### config.mk
export PLATFORM = sky130hd
export DESIGN_NAME = apple_place_ctrl_flat
export DESIGN_NICKNAME = d
export VERILOG_FILES = /design/src/rtl/apple_place_ctrl_if.sv /design/src/rtl/apple_place_ctrl.sv /design/src/flat_wrapper.sv
export SDC_FILE = /design/constraint.sdc
export NUM_CORES = 1
export LEC_CHECK = 0
export ABC_AREA = 1
export CAP_MARGIN = 30
export CORE_MARGIN = 2
export CORE_UTILIZATION = 45
export DETAILED_ROUTE_END_ITERATION = 10
export GPL_TIMING_DRIVEN = 1
export PLACE_DENSITY_LB_ADDON = 0.15
export SLEW_MARGIN = 20
export SYNTH_ARGS = -nofsm -noshare
export SYNTH_HDL_FRONTEND = slang
export SYNTH_SLANG_ARGS = --single-unit
### constraint.sdc
create_clock -name clk -period 2.85 [get_ports clk]
set_clock_uncertainty 0.2 [all_clocks]
set_input_delay 0.57 -clock clk [delete_from_list [all_inputs] [get_ports clk]]
set_output_delay 0.57 -clock clk [all_outputs]
set_load 0.05 [all_outputs]
### src/rtl/apple_place_ctrl_if.sv
// Handshake and body-memory bundle between game logic and the apple placer.
// The master side raises req and serves the body memory; the slave side is
// the placer, which drives the body address and the committed apple cell.
interface apple_place_ctrl_if #(
  parameter int H_LOGIC_WIDTH = 5,
  parameter int V_LOGIC_WIDTH = 5,
  parameter int LEN_WIDTH     = 10
);
  logic                     req;
  logic [LEN_WIDTH-1:0]     length;
  logic [LEN_WIDTH-1:0]     body_addr;
  logic [H_LOGIC_WIDTH-1:0] body_x;
  logic [V_LOGIC_WIDTH-1:0] body_y;
  logic [H_LOGIC_WIDTH-1:0] appleX;
  logic [V_LOGIC_WIDTH-1:0] appleY;
  logic                     busy;
  logic                     done;
  logic                     fail;
  logic [6:0]               tries;

  modport master (
    output req, length, body_x, body_y,
    input  body_addr, appleX, appleY, busy, done, fail, tries
  );

  modport slave (
    input  req, length, body_x, body_y,
    output body_addr, appleX, appleY, busy, done, fail, tries
  );
endinterface

### src/rtl/apple_place_ctrl.sv
// Apple placement sequencer: draws grid cells from a free-running LFSR,
// rejects off-grid draws, then scans the snake body through a one-cycle
// read port and retries on any overlap. Gives up after MAX_TRIES draws.
module apple_place_ctrl #(
  parameter int                       H_LOGIC_WIDTH = 5,
  parameter int                       V_LOGIC_WIDTH = 5,
  parameter logic [H_LOGIC_WIDTH-1:0] H_LOGIC_MAX   = 5'd31,
  parameter logic [V_LOGIC_WIDTH-1:0] V_LOGIC_MAX   = 5'd23,
  parameter int                       LEN_WIDTH     = 10,
  parameter int                       MAX_TRIES     = 64,
  parameter logic [15:0]              LFSR_SEED     = 16'hACE1
) (
  input logic               clk,
  input logic               rst,
  apple_place_ctrl_if.slave bus
);

  typedef enum logic [2:0] {IDLE, DRAW, SCAN, COMMIT, FAIL} state_t;

  localparam logic [6:0]           TRIES_MAX = 7'(MAX_TRIES);
  localparam logic [LEN_WIDTH-1:0] LEN_ONE   = LEN_WIDTH'(1);

  state_t                   state;
  logic [15:0]              lfsr;
  logic [H_LOGIC_WIDTH-1:0] cand_x;
  logic [V_LOGIC_WIDTH-1:0] cand_y;
  logic [H_LOGIC_WIDTH-1:0] apple_x;
  logic [V_LOGIC_WIDTH-1:0] apple_y;
  logic [LEN_WIDTH-1:0]     addr;
  logic [6:0]               tries;
  logic                     busy;
  logic                     done;
  logic                     fail;
  // cmp_valid: read data returned this cycle belongs to an issued address.
  // cmp_last: that returned data is for index length-1.
  logic                     cmp_valid;
  logic                     cmp_last;

  logic                     lfsr_fb;
  logic [H_LOGIC_WIDTH-1:0] draw_x;
  logic [V_LOGIC_WIDTH-1:0] draw_y;
  logic                     draw_legal;
  logic                     hit;
  logic                     addr_last;

  // Taps 16,14,13,11 in right-shift form; the new bit enters at the top.
  assign lfsr_fb    = lfsr[0] ^ lfsr[2] ^ lfsr[3] ^ lfsr[5];
  assign draw_x     = lfsr[H_LOGIC_WIDTH-1:0];
  assign draw_y     = lfsr[8 +: V_LOGIC_WIDTH];
  assign draw_legal = (int'(draw_x) <= int'(H_LOGIC_MAX)) &&
                      (int'(draw_y) <= int'(V_LOGIC_MAX));
  assign hit        = (bus.body_x == cand_x) && (bus.body_y == cand_y);
  assign addr_last  = (addr == bus.length - LEN_ONE);

  assign bus.body_addr = addr;
  assign bus.appleX    = apple_x;
  assign bus.appleY    = apple_y;
  assign bus.busy      = busy;
  assign bus.done      = done;
  assign bus.fail      = fail;
  assign bus.tries     = tries;

  // Free-running LFSR: advances every cycle regardless of state.
  always_ff @(posedge clk or posedge rst) begin
    if (rst) lfsr <= LFSR_SEED;
    else     lfsr <= {lfsr_fb, lfsr[15:1]};
  end

  // Placement FSM with registered outputs; done/busy/apple change on the
  // edge that enters COMMIT or FAIL so they are visible in that state.
  always_ff @(posedge clk or posedge rst) begin
    if (rst) begin
      state     <= IDLE;
      apple_x   <= H_LOGIC_WIDTH'(3);
      apple_y   <= '0;
      cand_x    <= '0;
      cand_y    <= '0;
      addr      <= '0;
      tries     <= '0;
      busy      <= 1'b0;
      done      <= 1'b0;
      fail      <= 1'b0;
      cmp_valid <= 1'b0;
      cmp_last  <= 1'b0;
    end else begin
      case (state)
        IDLE: begin
          if (bus.req) begin
            state <= DRAW;
            busy  <= 1'b1;
            fail  <= 1'b0;
            tries <= '0;
          end
        end
        DRAW: begin
          if (tries == TRIES_MAX) begin
            // Budget spent; tries stays saturated at MAX_TRIES.
            state <= FAIL;
            done  <= 1'b1;
            fail  <= 1'b1;
            busy  <= 1'b0;
          end else begin
            cand_x <= draw_x;
            cand_y <= draw_y;
            tries  <= tries + 7'd1;
            if (!draw_legal) begin
              state <= DRAW;
            end else if (bus.length == '0) begin
              state   <= COMMIT;
              apple_x <= draw_x;
              apple_y <= draw_y;
              done    <= 1'b1;
              busy    <= 1'b0;
            end else begin
              state     <= SCAN;
              addr      <= '0;
              cmp_valid <= 1'b0;
              cmp_last  <= 1'b0;
            end
          end
        end
        SCAN: begin
          if (cmp_valid && hit) begin
            // Collision: abandon the scan, any in-flight read is dropped.
            state <= DRAW;
          end else if (cmp_valid && cmp_last) begin
            state   <= COMMIT;
            apple_x <= cand_x;
            apple_y <= cand_y;
            done    <= 1'b1;
            busy    <= 1'b0;
          end else begin
            cmp_valid <= 1'b1;
            cmp_last  <= addr_last;
            if (!addr_last) addr <= addr + LEN_ONE;
          end
        end
        COMMIT, FAIL: begin
          done  <= 1'b0;
          state <= IDLE;
        end
        default: state <= IDLE;
      endcase
    end
  end

endmodule

### src/flat_wrapper.sv
// flat-port wrapper written by rule: the top's interface ports become plain ports
module apple_place_ctrl_flat 
#(
  parameter int                       H_LOGIC_WIDTH = 5,
  parameter int                       V_LOGIC_WIDTH = 5,
  parameter logic [H_LOGIC_WIDTH-1:0] H_LOGIC_MAX   = 5'd31,
  parameter logic [V_LOGIC_WIDTH-1:0] V_LOGIC_MAX   = 5'd23,
  parameter int                       LEN_WIDTH     = 10,
  parameter int                       MAX_TRIES     = 64,
  parameter logic [15:0]              LFSR_SEED     = 16'hACE1
)
  (clk, rst, bus_req, bus_length, bus_body_x, bus_body_y, bus_body_addr, bus_appleX, bus_appleY, bus_busy, bus_done, bus_fail, bus_tries);
  apple_place_ctrl_if #(.H_LOGIC_WIDTH(H_LOGIC_WIDTH), .V_LOGIC_WIDTH(V_LOGIC_WIDTH), .LEN_WIDTH(LEN_WIDTH)) bus_i ();
  input logic clk;
  input logic rst;
  input wire logic [$bits(bus_i.req)-1:0] bus_req;
  input wire logic [$bits(bus_i.length)-1:0] bus_length;
  input wire logic [$bits(bus_i.body_x)-1:0] bus_body_x;
  input wire logic [$bits(bus_i.body_y)-1:0] bus_body_y;
  output wire logic [$bits(bus_i.body_addr)-1:0] bus_body_addr;
  output wire logic [$bits(bus_i.appleX)-1:0] bus_appleX;
  output wire logic [$bits(bus_i.appleY)-1:0] bus_appleY;
  output wire logic [$bits(bus_i.busy)-1:0] bus_busy;
  output wire logic [$bits(bus_i.done)-1:0] bus_done;
  output wire logic [$bits(bus_i.fail)-1:0] bus_fail;
  output wire logic [$bits(bus_i.tries)-1:0] bus_tries;
  assign bus_i.req = bus_req;
  assign bus_i.length = bus_length;
  assign bus_i.body_x = bus_body_x;
  assign bus_i.body_y = bus_body_y;
  assign bus_body_addr = bus_i.body_addr;
  assign bus_appleX = bus_i.appleX;
  assign bus_appleY = bus_i.appleY;
  assign bus_busy = bus_i.busy;
  assign bus_done = bus_i.done;
  assign bus_fail = bus_i.fail;
  assign bus_tries = bus_i.tries;
  apple_place_ctrl #(.H_LOGIC_WIDTH(H_LOGIC_WIDTH), .V_LOGIC_WIDTH(V_LOGIC_WIDTH), .H_LOGIC_MAX(H_LOGIC_MAX), .V_LOGIC_MAX(V_LOGIC_MAX), .LEN_WIDTH(LEN_WIDTH), .MAX_TRIES(MAX_TRIES), .LFSR_SEED(LFSR_SEED)) u_core (.clk(clk), .rst(rst), .bus(bus_i));
endmodule
==> results of run 1 <==
-- metrics by stage --
stage,cell area (um2),hold WS (ps),power (uW),cells
2_1_floorplan,3390,133,2370,448
3_3_place_gp,4000,137,2700,593
3_5_place_dp,4000,143,2730,593
4_1_cts,4210,159,3540,609
5_1_grt,4210,165,3750,609
6_report,4210,158,3510,609
-- per-layer routing --
metal  track usage  wire (um)
met1         0.267       3790
met5             0          0
met4        0.0657         57
met2         0.280       3290
met3        0.0467        231
-- kinds of logic (layout without fill, tap and decap cells) --
group,count (synthesis),after routing,share of synthesized area
AOI/OAI and AO/OA,54,54,0.0964
xor gates and xnor gates,18,18,0.0465
adders and majority gates,5,5,0.0185
buffers and inverters,71,133,0.0897
DFF,61,61,0.454
and+or+nand+nor,239,239,0.295
-- flip-flops by register name, indices dropped and copies added, names as in the netlist --
signal,count
u_core.lfsr,16
u_core.bus.body_addr,10
u_core.bus.tries,7
u_core.bus.appleX,5
u_core.bus.appleY,5
u_core.cand_x,5
u_core.cand_y,5
u_core.state,3
u_core.bus.busy,1
u_core.bus.done,1
u_core.bus.fail,1
u_core.cmp_last,1
u_core.cmp_valid,1
-- cells in the final DEF, fill, tap and decap left out, drive strengths merged --
cell type | netlist | layout
dfstp | 10 | 10
nand2 | 138 | 138
xor2 | 10 | 10
inv | 60 | 60
dfrtp | 51 | 51
clkinvlp | 0 | 2
buf | 8 | 5
clkbuf | 3 | 11
o21a | 2 | 2
nor4 | 1 | 1
a311oi | 1 | 1
o21ai | 40 | 40
clkdlybuf4s50 | 0 | 52
o21bai | 1 | 1
ha | 5 | 5
nand4 | 3 | 3
o22ai | 2 | 2
nor2 | 62 | 62
a21oi | 6 | 6
nor3 | 7 | 7
xnor2 | 8 | 8
o31ai | 2 | 2
nand3 | 27 | 27
clkinv | 0 | 2
nand3b | 1 | 1
bufinv | 0 | 1
-- report_power, final --
part	leakage, uW	switching, uW	total (uW)	internal [uW]
clock network	0.000102	347	798	451
logic	0.00106	1110	1600	489
registers	0.000795	113	1110	999
-- final timing paths --
path	endpoint	slack, ps	depth (start not counted)
worst min register to register	u_core.lfsr[6]	160	0
max in group asynchronous	u_core.lfsr[13]	1730	3
worst max register to register	u_core.bus.appleY[2]	820	11
worst min-delay path	u_core.lfsr[6]	160	0
min in group asynchronous	u_core.bus.appleY[3]	400	3
worst max-delay path	bus_body_addr[0]	350	1
-- synth_stat cells (8+ instances only) --
cell,number,area share
sky130_fd_sc_hd__xnor2_1,8,0.021
sky130_fd_sc_hd__dfstp_2,10,0.078
sky130_fd_sc_hd__nand2_1,135,0.15
sky130_fd_sc_hd__o21ai_2,10,0.026
sky130_fd_sc_hd__dfrtp_1,51,0.38
sky130_fd_sc_hd__xor2_1,10,0.026
sky130_fd_sc_hd__inv_1,54,0.060
sky130_fd_sc_hd__nor2_1,57,0.063
sky130_fd_sc_hd__o21ai_0,25,0.037
sky130_fd_sc_hd__nand3_1,27,0.040
-- cell type report --
| type | count | area, um2 |
|---|---|---|
| Timing Repair Buffer | 57 | 571 |
| Clock inverter | 5 | 58.8 |
| Clock buffer | 11 | 151 |
| Fill cell | 697 | 3040 |
| Tap cell | 99 | 124 |
| Multi-Input combinational cell | 316 | 1550 |
| Sequential cell | 61 | 1540 |
| Inverter | 60 | 225 |
==> results.md, run 1 <==
Die:
- The core region is 7250 um2.
- The die outline height is about 90 um.
- The I/O pin count is between 50 and 60.
- The area of the die is 8240 um2.
- The width of the die is a little over 90 um.
- For this configuration, the core starts out at a cell density of 0.467.
- The number of rows in the core area is 31.

Yosys:
- After synthesis, the share of flip-flops with an asynchronous set or reset is 1.00.
- Counting flops with a built-in enable in the synthesized netlist gives 0.
- Yosys printed 0 warnings.
- In this run the mean area of a mapped cell was roughly 7.6 um2.
- The part of the Yosys area used for sequential elements is 0.454.
- The post-synthesis net count is approximately 480.
- The register bit total from synthesis is between 60 and 70.
- The leading register cell type out of synthesis is sky130_fd_sc_hd__dfrtp_1.
- The cell count after synthesis came out at around 450.
- The synthesized netlist contains 32 unique library cells.
- The synthesized netlist occupies a cell area of 3390 um2.

Cells and area:
- The repair_antennas step left the layout with diodes totalling 0.
- The share of post-route cells with drive strength above 1 is 0.112.
- The net count of the finished layout is 533.
- The core utilization of the finished layout is 0.581.
- The signed area change from the synthesized netlist to the final layout is 24.4%.

Setup path:
- Together, buffers and inverters on the worst path number 1.
- The largest fanout of any net on the critical path is 8.
- The kind of cell adding the most delay to the critical path is buffers and inverters.
- STA puts the critical path data required time at roughly 2100 ps.
- On the worst path, the slowest cell contributes a delay of 870 ps.
- The critical path goes through clkdlybuf4s50_1.
- The largest individual stage delay along the critical path comes from the cell sky130_fd_sc_hd__clkdlybuf4s50_1.
- STA classifies the critical path endpoint as a primary output.
- STA classifies the critical path startpoint as a register.
- The critical path is of the reg2out type.
- The arrival time reported for the critical path endpoint is ~1700 ps.
- In this run the critical register-to-register path is launched from u_core.state[1].
- The worst setup path startpoint is u_core.bus.body_addr[0].

Placed design:
- The HPWL after detailed placement is 5380 um.
- Timing analysis after detailed placement gives a worst setup slack of ~78 ps.
- In this run the tool buffered the top-level ports with 52 buffer cells.
- Routability-driven placement finished with a final weighted congestion of 0.848.

Timing:
- The final hold violation count was 0.
- Setup repair after global routing left no endpoint under its margin.
- The total negative setup slack is 0 ps.
- The transition time of the tightest slew-check pin is approximately 500 ps.
- The smallest setup slack after layout is roughly 350 ps.
- Dividing the final minimum period by the clock period gives 0.878.
- The count of final max-slew check failures is 0.
- Subtracting the final worst setup slack from the clock period gives approximately 2500 ps.
- Headroom to the max-slew limit came out at 0.666.
- Setup violations remaining at the end of the flow were counted as 0.
- Timing would allow up to ~400 MHz.

Clocking:
- The clock-pin slew of the registers on the worst-case setup and hold paths is about 70 ps.
- The number of hold-repair buffers added at the cts stage is 0.
- The number of buffers between clock root and the deepest sink is 2.
- The clock latency on the worst-skew pair is roughly 340 ps.
- The number of levels the H-tree was split into is 3.
- The total of cells resized after clock tree synthesis is 0.
- The total clock sinks is 61.
- TritonCTS built the clock tree.
- The tree is rooted in a sky130_fd_sc_hd__clkbuf_8.
- In this run the post-CTS setup repair buffer count came out at 0.
- The number of clock buffers added by TritonCTS is 9.

Power:
- The worst vdd rail ir drop is 0.669 mV.
- The total power density per cell area is 833 nW/um2.
- The analysis attributes to cell leakage a power of about 0.0020 uW.

Global routing:
- The number of global-route vias before repair is between 2000 and 3000.
- The wire length of the first global-routing pass is approximately 12000 um.
- The pin count of the biggest net entering global routing is 62.
- The overall routing resource usage is 0.188.
- The initial antenna violation count is 0.
- Global routing finished with a remaining overflow of 0.

Detailed routing:
- The routed via count divided by cell count is 4.79.
- In this run, the number of DRC markers left after iteration 0 of detailed routing was approximately 170.
- The number of nets with antenna violations after detailed routing is 0.
- Dividing the detail-routed wire length by the instance count gives 12.1 um.
- The routed wire length is 7370 um.
- In the routed design, unresolved DRC markers number 0.
- The routed layout has 2918 vias.
- The pre-antenna-repair detailed-routing pass consisted of 5 iterations.

Min path:
- The startpoint identified for the worst hold timing path is u_core.lfsr[7].
- The worst min-delay path category is reg2reg.

Run:
- The tool flagged a number of max-cap violations equal to 0.

Status:
- The run finished with clean final reports.
Note: power is estimated with default switching activity, not from simulation.
==> inputs of run 2 (changes only) <==
--- a/config.mk
+++ b/config.mk
@@ -10,9 +10,11 @@
 export CORE_MARGIN = 2
 export CORE_UTILIZATION = 45
 export DETAILED_ROUTE_END_ITERATION = 10
-export GPL_TIMING_DRIVEN = 1
+export GPL_TIMING_DRIVEN = 0
+export HOLD_SLACK_MARGIN = 0.06
 export PLACE_DENSITY_LB_ADDON = 0.15
 export SLEW_MARGIN = 20
 export SYNTH_ARGS = -nofsm -noshare
 export SYNTH_HDL_FRONTEND = slang
 export SYNTH_SLANG_ARGS = --single-unit
+export TNS_END_PERCENT = 1
==> run 2 against run 1 <==
Against the previous run:
- core utilization grew 1.2 points
- register-to-register slack is essentially flat
- clock power rose by 15%
- critical path depth is the same
- highest routed layer unchanged
- largest cell class unchanged
- setup slack improved by 13 ps
- flip-flop and latch count unchanged
- critical endpoint unchanged
- sequential power is essentially flat
- final cell count grew 1.1%
- hold slack worse by 1.7 ps
- first-iteration DRC count shrank 31%
==> results.md, run 2 (synthesized netlist as in run 1, its figures left out) <==
Status:
- The run finished with clean final reports.

Setup path:
- The worst setup path is of the reg2out kind.
- In this run the worst path has a maximum fanout of 8.
- The peak per-stage delay on the critical path is 860 ps.
- Data on the critical path is required at its endpoint by about 2100 ps.
- The kind of cell adding the most delay to the critical path is buffers and inverters.
- Traced cell by cell, the critical path runs through clkdlybuf4s50_1.
- The arrival time reported for the critical path endpoint is about 1700 ps.
- The reg-to-reg endpoint is u_core.cand_y[3].
- The worst register-to-register path begins at u_core.bus.tries[0].
- The type of origin of the critical path is a register.
- The slowest stage of the critical path is the sky130_fd_sc_hd__clkdlybuf4s50_1 cell.
- Together, buffers and inverters on the worst path number 1.
- The endpoint type of the worst setup path is a primary output.
- The logic depth of the worst register-to-register path is 7.
- In this run the register-to-register setup slack is 810 ps.

Clocking:
- The number of levels the H-tree was split into is 3.
- The clock net in this run drives a total of 61 sinks.
- The cell at the root of the clock tree is sky130_fd_sc_hd__clkbuf_8.
- The number of buffers between clock root and the deepest sink is 2.
- The TritonCTS clock tree is built.
- The clock latency on the worst-skew pair is roughly 330 ps.
- The number of buffers created by CTS is 9.
- The number of buffers inserted by post-CTS setup repair is 0.
- Buffers inserted to repair hold after CTS numbered 0.
- The total of cells resized after clock tree synthesis is 0.
- The clock-pin slew of the registers on the worst-case setup and hold paths is 70 ps.

Min path:
- The hold path depth is 0.
- The worst hold path begins at u_core.lfsr[14].
- The worst hold path terminates at u_core.lfsr[13].
- The path class of the tightest hold or removal check is reg2reg.

Timing:
- Derived from the worst setup path, the maximum achievable clock frequency is approximately 400 MHz.
- Across all setup checks in the final design, the least slack found is 361 ps.
- The final critical-path share of the clock period is 0.873.
- The relative slew slack is 0.667.
- Setup repair after global routing left no endpoint under its margin.
- The final hold violation count was 0.
- The count of final max-slew check failures is 0.
- At the pin with the least slew margin, the transition time is roughly 500 ps.
- The final number of setup-violating endpoints is 0.
- The worst path needs 2490 ps of the cycle, external delays included.

Cells and area:
- Leaving out fill and tap cells, the most frequent cell in the layout is sky130_fd_sc_hd__nand2_1.
- Relative to the synthesized area, the layout overhead comes to 26.9%.
- The area used by multi-input combinational logic is 1550 um2.
- The repair_antennas step left the layout with diodes totalling 0.
- The core utilization of the finished layout is 0.593.
- The layout has 672 filler cells.
- The sequential cell area is between 1500 and 2000 um2.
- The register ranked first by flip-flop count is u_core.lfsr.
- Leaving out fill and tap cells, the most frequent cells in the layout are sky130_fd_sc_hd__nand2_1 (135), sky130_fd_sc_hd__nor2_1 (57), sky130_fd_sc_hd__inv_1 (53).
- The register with the most flip-flops in the layout has 16 of them.
- In the final layout, the share of cells above drive strength 1 is 0.118.
- The net count reported at finish is between 500 and 600.

Power:
- The analysis attributes to net switching a power of about 1600 uW.
- The share of total power dissipated in combinational logic is 0.461.
- The worst vdd rail ir drop is 0.625 mV.
- For this design the ratio of total power to cell area is between 800 and 900 nW/um2.
- The sequential group share of total power is 0.294.
- Of the total power, the share spent switching nets is 0.426.
- For this design the static power due to leakage is 0.00201 uW.
- The clock network fraction of design power is 0.244.
- The internal power consumption is 2160 uW.

Global routing:
- The overall overflow remaining after global route is 0.
- Entering global routing, the biggest net connects 38 pins.
- The first global-routing pass estimated 13100 um of wire.
- The initial antenna violation count is 0.
- The number of global-route vias before repair is 2872.
- The overall routing resource usage is 0.197.

Detailed routing:
- The count of nets left with antenna violations once routing finished came out at 0.
- In the routed layout, each cell is associated on average with a via count of 4.79.
- The DRC violation count after routing is 0.
- The total number of vias is 2949.
- The per-cell routed wire length is ~12 um.
- The first-pass iteration count of the detailed router is 5.
- The routed wire length is ~7600 um.
- The detailed router finished its first iteration with 116 violations.

Die:
- For this design the top-level I/O count stands at 53.
- The core footprint is 7250 um2.
- The number of rows in the core area is 31.
- The initial utilization of the core area, before any placement, comes to 0.467.
- The width of the die is around 90 um.
- The die covers 8240 um2.
- The die outline height is slightly above 90 um.

Placed design:
- During placement, the flow inserted port buffers numbering 52.
- The HPWL reported at the end of detailed placement is between 5000 and 6000 um.
- The congestion estimate from routability-driven global placement came to about 0.83.
- Before CTS, the worst setup slack after placement is 52.5 ps.

Run:
- The tool flagged a number of max-cap violations equal to 0.
[run 2: cell count changes in the layout (fill, tap and decap cells not counted), sizes merged]
cell      previous run  this run
clkinv               2         1
clkbuf              11        16
buf                  5         9
bufinv               1         2
clkinvlp             2         0
[run 2: final cells by class]
type	instances	share of cell area
clock inverters	3	0.0151
plain buffers	11	0.0183
well taps	99	0.0288
clock buffers	13	0.0416
flip-flops and latches	61	0.358
multi-input cells	316	0.359
inverters	60	0.0530
repair buffers	53	0.126
[run 2: per-layer routing]
metal / up-vias / GRT usage / routed length (um)
met4: 0 / 0.0556 / 78
met3: 8 / 0.0442 / 325
li1: 1523 / - / -
met5: - / 0 / 0
met2: 65 / 0.312 / 3470
met1: 1353 / 0.273 / 3760
[run 2: worst max-delay path by stage]
stage / cells past startpoint / startpoint / to / slack, ps
after CTS: 1 / u_core.bus.body_addr[0] / bus_body_addr[0] / 350
after detailed placement: 14 / bus_length[0] / u_core.bus.body_addr[6] / 50
after global routing: 14 / bus_length[0] / u_core.bus.body_addr[0] / 210
after global placement: 2 / rst / u_core.bus.tries[2] / -510
after floorplan: 1 / rst / u_core.bus.appleX[2] / 580
final: 1 / u_core.bus.body_addr[0] / bus_body_addr[0] / 360
[run 2: power groups by stage]
stage | registers, uW | logic [uW] | clock network (uW)
6_report | 1110 | 1730 | 919
5_1_grt | 1120 | 1910 | 977
4_1_cts | 1110 | 1750 | 934
3_5_place_dp | 1120 | 1740 | 0
3_3_place_gp | 1120 | 1700 | 0
2_1_floorplan | 1420 | 952 | 0
[run 2: stage by stage]
stage	hold WS [ps]	power (uW)	TNS (ps)	instances	cell area, um2
finish	156	3760	0	616	4300
global route	163	4020	0	616	4300
CTS	160	3790	0	616	4300
detailed placement	145	2860	0	600	4060
global placement	137	2820	-25820	599	4030
floorplan	133	2370	0	448	3390
==> inputs of run 3 (changes only) <==
--- a/config.mk
+++ b/config.mk
@@ -8,7 +8,7 @@
 export ABC_AREA = 1
 export CAP_MARGIN = 30
 export CORE_MARGIN = 2
-export CORE_UTILIZATION = 45
+export CORE_UTILIZATION = 40
 export DETAILED_ROUTE_END_ITERATION = 10
 export GPL_TIMING_DRIVEN = 0
 export HOLD_SLACK_MARGIN = 0.06
==> run 3 against run 2 <==
Against the previous run:
- routed wire length shrank 0.18%
- clock-buffer cell count shrank 2
- final cell count grew 0.97%
- non-clock buffer count is the same
- clock power shrank 6.4%
- via count shrank 0.44%
- combinational power is essentially flat
==> results.md, run 3 (synthesized netlist as in run 1, its figures left out) <==
Status:
- The flow ran to the end, and the final reports show no timing, DRC or antenna violations.

Cells and area:
- With fillers left out, the area of the finished cells amounts to 4300 um2.
- Leaving out fill and tap cells, the most frequent cells in the layout are sky130_fd_sc_hd__nand2_1 (135), sky130_fd_sc_hd__nor2_1 (57), sky130_fd_sc_hd__inv_1 (53).
- 0 antenna diodes ended up in the layout.
- After the last flow step, the layout net total stands at 540.
- Ranked by flip-flop count, first place goes to u_core.lfsr.
- The number of filler instances in the final layout is 815.
- The number of flip-flops in the largest register is 16.
- In the final layout, the multi-input gates occupy 1550 um2.
- The share of post-route cells with drive strength above 1 is 0.116.
- The commonest non-fill, non-tap cell in the layout is sky130_fd_sc_hd__nand2_1.
- The sequential cells in the finished layout cover a total of 1540 um2.
- The signed area change from the synthesized netlist to the final layout is 26.8%.
- After the flow finishes, the layout carries non-filler instances totaling 622.

Min path:
- The worst hold path belongs to the class reg2reg.

Clocking:
- The clock drives a little over 60 sinks.
- The clock passes through at most 2 buffers.
- The cell at the root of the clock tree is sky130_fd_sc_hd__clkbuf_8.
- For the worst-skew pair, the clock arrives at the later sink with an insertion delay of around 340 ps.
- The number of levels the H-tree was split into is 3.
- Post-CTS repair changed the size of 0 cells.
- After clock tree synthesis, the clock-pin slew on the worst setup and hold paths is ~70 ps.
- The number of hold-repair buffers added at the cts stage is 0.
- TritonCTS built the clock tree.
- The number of buffers created by CTS is 9.
- In this run the post-CTS setup repair buffer count came out at 0.

Detailed routing:
- After detailed routing, the number of remaining DRC violations is 0.
- In the final routed layout, each cell accounts on average for 12.3 um.
- The first TritonRoute pass finished after 5 iterations.
- The final layout contains routed wiring with a total length of ~7600 um.
- After the first detailed-routing iteration, the DRC count stood at about 140.
- The number of nets with antenna violations after detailed routing is 0.
- The detailed router placed approximately 2900 vias in this run.
- The routed via count divided by cell count is between 4 and 5.

Placed design:
- At the placement stage, the worst setup path has a slack of roughly 14 ps.
- Buffers placed on the I/O ports in this run total between 50 and 60.
- Once placement finished, the instance area stood at 4070 um2.
- At the end of routability-driven placement, the weighted congestion stood at between 0.8 and 0.9.
- Including well taps, the total number of placed cells is between 600 and 700.
- The HPWL reported at the end of detailed placement is about 5700 um.

Die:
- The initial utilization of the core area, before any placement, comes to 0.412.
- The width of the die is slightly below 100 um.
- After floorplanning, the core was sized to cover roughly 8200 um2.
- The number of rows in the core area is 33.
- The area of the die is 9220 um2.
- Pin placement for this block handled 53 I/O pins.
- From bottom edge to top edge, the die measures approximately 96 um.

Timing:
- The total negative setup slack is 0 ps.
- The final number of setup-violating endpoints is 0.
- The maximum operating frequency is around 400 MHz.
- The count of final max-slew check failures is 0.
- Setup repair after global routing left no endpoint under its margin.
- The final hold violation count is 0.
- On the final layout, the worst hold slack is 158 ps.
- Measured against its own limit, the worst slew margin works out to 0.661.
- For the pin with the worst max-slew slack, the measured transition is roughly 510 ps.
- After layout, the worst setup slack is 354 ps.
- Subtracting the final worst setup slack from the clock period gives around 2500 ps.
- Of the available clock period, the critical path in the final layout requires 0.876.

Setup path:
- The cell at the slowest stage of the critical path is sky130_fd_sc_hd__clkdlybuf4s50_1.
- The peak per-stage delay on the critical path is roughly 530 ps.
- The critical path's most frequent cell is sky130_fd_sc_hd__nand2_1.
- The largest fanout of any net on the critical path is 10.
- The number of buffers and inverters on the critical path is 4.
- At the worst endpoint, the arrival time is between 2000 and 3000 ps.
- The type of origin of the critical path is an input port.
- The kind of cell adding the most delay to the critical path is buffers and inverters.
- Walking the worst path, the cells encountered are clkdlybuf4s50_1 -> inv_1 -> ha_1 -> inv_1 -> nand2_1 -> nand2_1 -> nand3_1 -> a21oi_1 -> nand3_1 -> nor2_1 -> nand2_1 -> buf_4 -> nand3_1 -> nand2_1.
- At the worst endpoint, the required time is around 2900 ps.
- The endpoint type of the worst setup path is a register.
- The type of the setup path with the least slack is in2reg.

Global routing:
- The wire length of the first global-routing pass is ~13000 um.
- The overall routing resource usage is 0.183.
- The initial antenna violation count came to 0.
- The number of global-route vias before repair is between 2000 and 3000.
- The pin count of the biggest net entering global routing is 54.
- The overall overflow remaining after global route is 0.

Power:
- The total power density per cell area is between 800 and 900 nW/um2.
- IR analysis of the VDD net gives a maximum drop of 0.628 mV.
- The total leakage power is between 0.0015 and 0.002 uW.

Run:
- The count of maximum capacitance violations is 0.
## run 3: cell type report
class | instances | area share
plain buffers | 11 | 0.0184
clock buffers | 11 | 0.0329
clock inverters | 5 | 0.0195
inverters | 60 | 0.0530
multi-input cells | 316 | 0.360
flip-flops and latches | 61 | 0.358
well taps | 105 | 0.0306
repair buffers | 53 | 0.128
## run 3: where the power goes
group / switching (uW) / leakage [uW] / internal [uW] / total (uW)
combinational: 1150 / 0.00110 / 572 / 1720
clock: 342 / 0.000106 / 518 / 860
sequential: 106 / 0.000795 / 999 / 1110
## run 3: metal layers
| metal | part of all wire | global-route usage |
|---|---|---|
| met5 | 0 | 0 |
| met4 | 0.012 | 0.0643 |
| met3 | 0.053 | 0.0352 |
| met2 | 0.44 | 0.280 |
| met1 | 0.49 | 0.257 |
## run 3: stage by stage
| stage | utilization | power (uW) |
|---|---|---|
| 2_1_floorplan | - | 2370 |
| 3_3_place_gp | 0.492 | 2820 |
| 3_5_place_dp | 0.495 | 2850 |
| 4_1_cts | 0.523 | 3720 |
| 5_1_grt | 0.523 | 3950 |
| 6_report | 0.523 | 3680 |
## run 3: worst reg2reg max path, delay by kind of cell, from the launching register on
family | cells | cell delay [ps]
buffers and inverters | 3 | 570
adders and majority gates | 1 | 190
AOI/OAI and AO/OA | 1 | 110
DFF | 1 | 420
and+or+nand+nor | 2 | 400
## run 3: final timing paths
kind	end	from	cells past startpoint	slack (ps)
max	u_core.bus.body_addr[9]	bus_length[0]	14	350
min	u_core.lfsr[13]	u_core.lfsr[14]	0	160
max reg2reg	u_core.cand_y[2]	u_core.bus.tries[0]	7	850
min reg2reg	u_core.lfsr[13]	u_core.lfsr[14]	0	160
max in group asynchronous	u_core.lfsr[10]	rst	3	1650
min in group asynchronous	u_core.bus.appleY[2]	rst	2	260
